### config.mk
export PLATFORM = sky130hd
export DESIGN_NAME = norm_divider
export DESIGN_NICKNAME = d
export VERILOG_FILES = /design/src/rtl/norm_divider.sv
export SDC_FILE = /design/constraint.sdc
export NUM_CORES = 1
export LEC_CHECK = 0
export CAP_MARGIN = 20
export CORE_AREA = 5 5 177 179
export CTS_CLUSTER_DIAMETER = 50
export DETAILED_ROUTE_END_ITERATION = 16
export DIE_AREA = 0 0 182 184
export PLACE_DENSITY = 0.78
export RECOVER_POWER = 50
export SLEW_MARGIN = 20
export SYNTH_ARGS = -nofsm -noshare
export SYNTH_HDL_FRONTEND = slang
export SYNTH_SLANG_ARGS = --single-unit
### constraint.sdc
create_clock -name clk -period 3.9 [get_ports clk]
set_clock_uncertainty 0.2 [all_clocks]
set_input_delay 0.78 -clock clk [delete_from_list [all_inputs] [get_ports clk]]
set_output_delay 0.78 -clock clk [all_outputs]
set_load 0.02 [all_outputs]
### src/rtl/norm_divider.sv
// Multi-cycle 32-bit DIV/DIVU divider; uses external CLZ counts to pre-align the
// divisor so only the quotient bits that can be non-zero are iterated.
module norm_divider (
  input  logic        clk,
  input  logic        rst_n,
  input  logic        start,
  input  logic        is_signed,
  input  logic [31:0] dividend,
  input  logic [31:0] divisor,
  output logic [31:0] clz_a_src,
  output logic [31:0] clz_b_src,
  input  logic [31:0] clz_a_cnt,
  input  logic [31:0] clz_b_cnt,
  output logic        busy,
  output logic        done,
  output logic [31:0] q,
  output logic [31:0] r,
  output logic        dbz
);

  // state | meaning
  // IDLE  | wait for start, latch magnitudes and pick shortcut or iteration
  // CALC  | one restoring step per cycle, iter counts down to zero
  // SIGN  | apply sign fix-up and register q/r/dbz
  // DONE  | one-cycle done pulse
  localparam logic [1:0] ST_IDLE = 2'd0;
  localparam logic [1:0] ST_CALC = 2'd1;
  localparam logic [1:0] ST_SIGN = 2'd2;
  localparam logic [1:0] ST_DONE = 2'd3;

  logic [1:0]  state;
  logic [31:0] rem_w;
  logic [31:0] quo_w;
  logic [32:0] div_w;
  logic [5:0]  iter;
  logic        sign_q;
  logic        sign_r;
  logic        dbz_w;

  logic        neg_a;
  logic        neg_b;
  logic [5:0]  clz_a;
  logic [5:0]  clz_b;
  logic [5:0]  shift_k;
  logic        rem_ge;
  logic        unused_cnt_bits;

  assign neg_a     = is_signed & dividend[31];
  assign neg_b     = is_signed & divisor[31];
  // Two's-complement negate; 0x80000000 maps to itself, which is its unsigned magnitude.
  assign clz_a_src = neg_a ? (32'd0 - dividend) : dividend;
  assign clz_b_src = neg_b ? (32'd0 - divisor) : divisor;
  assign clz_a     = clz_a_cnt[5:0];
  assign clz_b     = clz_b_cnt[5:0];
  assign shift_k   = clz_b - clz_a;
  assign rem_ge    = {1'b0, rem_w} >= div_w;
  assign unused_cnt_bits = ^{clz_a_cnt[31:6], clz_b_cnt[31:6]};

  assign busy = (state == ST_CALC) || (state == ST_SIGN);
  assign done = (state == ST_DONE);

  always_ff @(posedge clk) begin
    if (!rst_n) begin
      state  <= ST_IDLE;
      rem_w  <= '0;
      quo_w  <= '0;
      div_w  <= '0;
      iter   <= '0;
      sign_q <= 1'b0;
      sign_r <= 1'b0;
      dbz_w  <= 1'b0;
      q      <= '0;
      r      <= '0;
      dbz    <= 1'b0;
    end else begin
      case (state)
        ST_IDLE: begin
          if (start) begin
            sign_q <= neg_a ^ neg_b;
            sign_r <= neg_a;
            dbz_w  <= 1'b0;
            quo_w  <= '0;
            rem_w  <= clz_a_src;
            if (clz_b_src == 32'd0) begin
              quo_w  <= 32'hFFFF_FFFF;
              rem_w  <= dividend;
              sign_q <= 1'b0;
              sign_r <= 1'b0;
              dbz_w  <= 1'b1;
              state  <= ST_SIGN;
            end else if (clz_a > clz_b) begin
              state <= ST_SIGN;
            end else begin
              div_w <= {1'b0, clz_b_src} << shift_k;
              iter  <= shift_k + 6'd1;
              state <= ST_CALC;
            end
          end
        end
        ST_CALC: begin
          if (rem_ge) rem_w <= rem_w - div_w[31:0];
          quo_w <= {quo_w[30:0], rem_ge};
          div_w <= div_w >> 1;
          iter  <= iter - 6'd1;
          if (iter == 6'd1) state <= ST_SIGN;
        end
        ST_SIGN: begin
          q     <= sign_q ? (32'd0 - quo_w) : quo_w;
          r     <= sign_r ? (32'd0 - rem_w) : rem_w;
          dbz   <= dbz_w;
          state <= ST_DONE;
        end
        default: state <= ST_IDLE;
      endcase
    end
  end

endmodule

After elaboration in Yosys (flattened, before gate mapping). Index checks and enable logic that the tools add are counted.

Flip-flop bits (word level): 173. Input bits: 132. Word-level logic and storage cells: 70.

Add/subtract/negate cells: 8. Order comparisons: 2. Eq/ne operators: 9. Shift operators: 1. Muxes and demuxes: 27. Bitwise logic cells: 3. Reductions and logical operators: 9.

Operators with widths (count): 32-bit 2-to-1 mux (9); 32-bit one-hot mux with 2 select lines (2); 1-bit by 32-bit subtractor with 32-bit output (first input constant) (4); 33-bit 2-to-1 mux (3); 33-bit one-hot mux with 2 select lines (1); 32-bit by 33-bit greater-or-equal comparator with 1-bit output (1); 32-bit by 6-bit left shift with 33-bit output (1); 32-bit zero test (1); 32-bit subtractor (1); 6-bit 2-to-1 mux (3); 6-bit one-hot mux with 2 select lines (1); 2-bit 2-to-1 mux (4); 2-bit != test (second input constant) (4); 6-bit by 1-bit adder with 6-bit output (second input constant) (1); 6-bit by 1-bit == test with 1-bit output (second input constant) (1); 6-bit greater-than comparator (1); 2-bit one-hot mux with 3 select lines (1); 2-bit AND reduction (3); 6-bit by 1-bit subtractor with 6-bit output (second input constant) (1); 6-bit subtractor (1); 2-bit == test (second input constant) (2); 4-bit AND reduction (1); 1-bit 2-to-1 mux (3); 3-bit AND reduction (1); other kinds (7) (8).

Depth between registers and ports, before layout.
Word-level depth: 7. Depth in mapped cells: 17. Gate-level depth less buffers: 14.

Least setup slack after synthesis. No wires, ideal clock.

Kind: input to register. Start point: input divisor[6]. End point: register rem_w[7]. Setup time: 0.127 ns. Arrival time: 3.966 ns. Required time: 3.573 ns. Slack: -0.393 ns. Stages: 15. Cell sequence: buf_2 -> or4_1 -> buf_2 -> nor4_4 -> a31oi_1 -> xor2_1 -> and4b_1 -> and4_1 -> buf_4 -> and2_4 -> buf_6 -> buf_8 -> o21a_1 -> o31ai_1 -> o2bb2ai_1.

Cells in the longest elaborated chain, start to end: 6.

RTL lines: from (decl) (RTL line 9) `input logic [31:0] divisor,`; 1-bit by 32-bit subtractor with 32-bit output (RTL line 52) `assign clz_b_src = neg_b ? (32'd0 - divisor) : divisor;`; 32-bit 2-to-1 mux (RTL line 52); net clz_b_src[19] (RTL line 11) `output logic [31:0] clz_b_src,`; 32-bit zero test (RTL line 84) `if (clz_b_src == 32'd0) begin`; 32-bit 2-to-1 mux (RTL line 84); 32-bit 2-to-1 mux (RTL line 78) `if (start) begin`; 32-bit one-hot mux with 2 select lines (RTL line 76) `case (state)`; to (signal assigned) (RTL line 83) `rem_w <= clz_a_src;`; to (signal assigned) (RTL line 86) `rem_w <= dividend;`; to (signal assigned) (RTL line 101) `if (rem_ge) rem_w <= rem_w - div_w[31:0];`; to (decl) (RTL line 32) `logic [31:0] rem_w;`.

The timed path passes the listed nets, and every way through them passes these cells. The select of a mux whose other input is x is not followed. A chain may end at the register's enable or synchronous reset.

Worst setup path in the final report.
Start point: input divisor[8]. End point: register rem_w[15].

Cells in the longest elaborated chain, start to end: 6.

RTL lines (RTL line): 1-bit by 32-bit subtractor with 32-bit output (52); 32-bit 2-to-1 mux * (52); 32-bit zero test * (84); 32-bit 2-to-1 mux * (84); 32-bit 2-to-1 mux * (78); 32-bit one-hot mux with 2 select lines * (76).

Every way passes the cells marked *; elsewhere a longest branch is shown, timed or not. The select of a mux whose other input is x is not followed.

==> reports/results.txt <==
I/O Buffers = 210
Rel. slew slack = 5.199%
CTS tree = done
Tightest Hold Check Type = reg -> reg
H-tree depth = 4
fraction of layout cells with a size suffix above 1 = 26.31%
overflow left after global routing = 0
FFs w/ async S/R, synth = 0%
post-synthesis register bit count = 173
final number of hold-violating endpoints = 0
Final #Nets = 2588
Post-DP Area = 19290 sq um
worst setup slack after layout = 0.001347 ns
Pins Over Slew Limit = 0
TritonCTS sink count = 173
top flip-flop cell by instance count after synthesis = sky130_fd_sc_hd__dfxtp_1
WL/cell = 19.67 um
detailed-placement wirelength estimate = 40950 um
clk buf depth = 2
ratio of final minimum period to clock period = 99.97%
wirelength, routed = 55220 um
total setup violations reported at the end of the flow = 0
synthesized area per cell = 7.452 sq um
initial antenna violation count = 0
Yosys warning total = 0
CTS Root Buffer Type = sky130_fd_sc_hd__clkbuf_16
Final Critical Period = 3.899 ns
share of the synthesized area in the top cell type = 24.31%
number of DRC violations after detailed routing = 0
critical path arrival = 4.03 ns
boundary pin count = 263
first-pass GRT wire length = 85290 um
area of all placed cells without fillers = 20730 sq um
share of the core filled with cells = 70.50%
proportion of synthesized chip area in sequential cells = 24.31%
die footprint = 33490 sq um
top post-synthesis cells by area = sky130_fd_sc_hd__dfxtp_1, sky130_fd_sc_hd__xor2_1, sky130_fd_sc_hd__a211oi_1
number of antenna-violating nets in the routed design = 0
post-route worst hold slack = 0.2610 ns
post-placement worst setup slack = -0.9763 ns
Fmax achieved = 0.2565 GHz
status = complete, no violations
Clk Latency, worst-skew pair = 0.44 ns
Cell Rows = 63
startpoint-to-endpoint class of the critical path = in -> reg
max-cap check violation count = 0
average vias per placed instance = 6.105
y dimension of the die = 184 um
gate count of the mapped netlist = 1912
worst path required time = 4.03 ns
Static Leakage = 8.658 nW
Setup TNS = 0 ns
clock-pin transition on the worst setup and hold timing paths = 0.07 ns
number of iterations in the first detailed-routing pass = 6
synthesized net count = 2096
number of buffers inserted by hold repair at cts = 0
via count = 17.14k
Starting Density = 48.46%
combined global-route utilization of all metal layers = 30.96%
Startpoint Class = primary input
areal power density over the cells = 612.1 nW/um^2
Initial DRC Count = 1670
library cell with the largest summed area after synthesis = sky130_fd_sc_hd__dfxtp_1
Max IR drop VDD = 0.3951 mV
area growth from synthesis to final layout = 45.49%
number of distinct standard cells referenced by the synthesized netlist = 88
maximum fanout encountered on the critical timing path = 9
Syn Std Cell Area = 14250 sq um
via count of the first global-routing pass = 16.40k
number of flops mapped to enable cells by yosys = 0
slew of the pin with the lowest slew margin = 1.422 ns
number of filler instances in the final layout = 2326
Horiz. Die Dim = 182 um
antenna diode count = 0
CORE AREA = 29400 sq um
placer congestion estimate = 1.011
number of buffers created by CTS = 17
nature of the critical path endpoint = register
maximum number of pins on one net before global-route repair = 92
[logic make-up (layout without fill, tap and decap cells)]
group | Yosys count | in the layout | synth area share (%)
xor gates and xnor gates | 160 | 160 | 9.888
buffers and inverters | 222 | 722 | 6.253
and+or+nand+nor | 619 | 623 | 20.88
DFF | 173 | 173 | 24.31
muxes | 55 | 55 | 4.294
AOI/OAI and AO/OA | 631 | 632 | 29.70
adders and majority gates | 52 | 52 | 4.672
[synthesized netlist by cell type (9+ instances only)]
cell type / number
sky130_fd_sc_hd__or3_1: 25
sky130_fd_sc_hd__a32oi_1: 9
sky130_fd_sc_hd__o31ai_1: 28
sky130_fd_sc_hd__mux2i_1: 42
sky130_fd_sc_hd__ha_1: 50
sky130_fd_sc_hd__o21ai_0: 138
sky130_fd_sc_hd__a22oi_1: 14
sky130_fd_sc_hd__xor2_1: 98
sky130_fd_sc_hd__nand4_1: 14
sky130_fd_sc_hd__o22ai_1: 11
sky130_fd_sc_hd__dfxtp_1: 173
sky130_fd_sc_hd__nor4_1: 23
sky130_fd_sc_hd__inv_1: 71
sky130_fd_sc_hd__buf_2: 16
sky130_fd_sc_hd__nand3_1: 29
sky130_fd_sc_hd__a211oi_1: 95
sky130_fd_sc_hd__nand2b_1: 19
sky130_fd_sc_hd__a21boi_0: 9
sky130_fd_sc_hd__or4_1: 17
sky130_fd_sc_hd__nor2b_1: 14
sky130_fd_sc_hd__nor3_1: 55
sky130_fd_sc_hd__nand2_1: 173
sky130_fd_sc_hd__a31oi_1: 59
sky130_fd_sc_hd__clkbuf_1: 117
sky130_fd_sc_hd__o41ai_1: 16
sky130_fd_sc_hd__o21a_1: 12
sky130_fd_sc_hd__and2_1: 15
sky130_fd_sc_hd__a21oi_1: 97
sky130_fd_sc_hd__o211ai_1: 15
sky130_fd_sc_hd__xnor2_1: 61
sky130_fd_sc_hd__o21ai_1: 10
sky130_fd_sc_hd__a21o_1: 22
sky130_fd_sc_hd__nor2_1: 190
[final timing paths]
path                                  from        end  slack [ns]  depth (start not counted)
worst max register to register   div_w[20]   rem_w[4]        0.22                         12
worst min register to register       dbz_w      dbz_w        0.26                          2
worst min-delay path                 dbz_w      dbz_w        0.26                          2
worst max-delay path            divisor[8]  rem_w[15]       0.001                         14
[what timing repair did]
item / 4_1_cts / 5_1_grt
pin swaps: 51 / 37
buffers inserted: 27 / 17
gates resized for setup: 263 / 92
gates cloned: 4 / 2
endpoints found under the setup margin: 163 / 131
endpoints found under the hold margin: 0 / 0
[worst max-delay path: stages]
cell and delay, ns:
sky130_fd_sc_hd__buf_2 0.12, sky130_fd_sc_hd__or4_4 0.54, sky130_fd_sc_hd__nor4_4 0.36, sky130_fd_sc_hd__buf_12 0.18
sky130_fd_sc_hd__nand2_1 0.09, sky130_fd_sc_hd__mux2_1 0.34, sky130_fd_sc_hd__a32o_1 0.27, sky130_fd_sc_hd__o2111a_2 0.22
sky130_fd_sc_hd__buf_4 0.18, sky130_fd_sc_hd__and2_4 0.19, sky130_fd_sc_hd__buf_4 0.15, sky130_fd_sc_hd__o31ai_1 0.19
sky130_fd_sc_hd__nand3_1 0.13, sky130_fd_sc_hd__a32o_1 0.29
[where the power goes]
part / internal (mW) / switching (mW)
Clock: 0.863 / 0.793
Combinational: 3.40 / 4.67
Sequential: 2.35 / 0.611
[flip-flops by register name, indices dropped and copies added, names as in the netlist]
signal / flops
dbz: 1
dbz_w: 1
div_w: 33
iter: 6
q: 32
quo_w: 32
r: 32
rem_w: 32
sign_q: 1
sign_r: 1
state: 2
[cells in the final DEF (no fill, tap or decap), drive strengths merged, types with 42 or more instances in the layout]
master and n:
ha 50, clkdlybuf4s50 47, a211oi 95, o21ai 148
a31oi 59, nand2 175, a21oi 99, dlygate4sd3 69
inv 82, nor3 55, nor2 190, xnor2 62
mux2i 42, dfxtp 173, buf 422, xor2 98
[through the flow]
stage               cells  power (mW)
finish               2807       12.69
floorplan            1912       7.973
CTS                  2790       12.54
detailed placement   2727       10.80
global route         2807       13.48
global placement     2727       10.64
[metal layers]
metal / up-vias / wire length, um / global-route usage (%)
li1: 8035 / - / -
met1: 8086 / 21620 / 37.34
met5: - / 0 / 0
met2: 827 / 26520 / 54.00
met4: 0 / 3072 / 15.85
met3: 188 / 4008 / 4.195
[cell type report]
cell class | count | area (sq um) | area share [%]
Inverter | 74 | 277.8 | 1.340
Multi-Input combinational cell | 1522 | 10730 | 51.77
Clock buffer | 19 | 442.9 | 2.137
Clock inverter | 13 | 127.6 | 0.6157
Sequential cell | 173 | 3463 | 16.71
Timing Repair Buffer | 616 | 5199 | 25.08
Tap cell | 390 | 488.0 | 2.354
No activity file was read; power rests on OpenSTA's default activity.
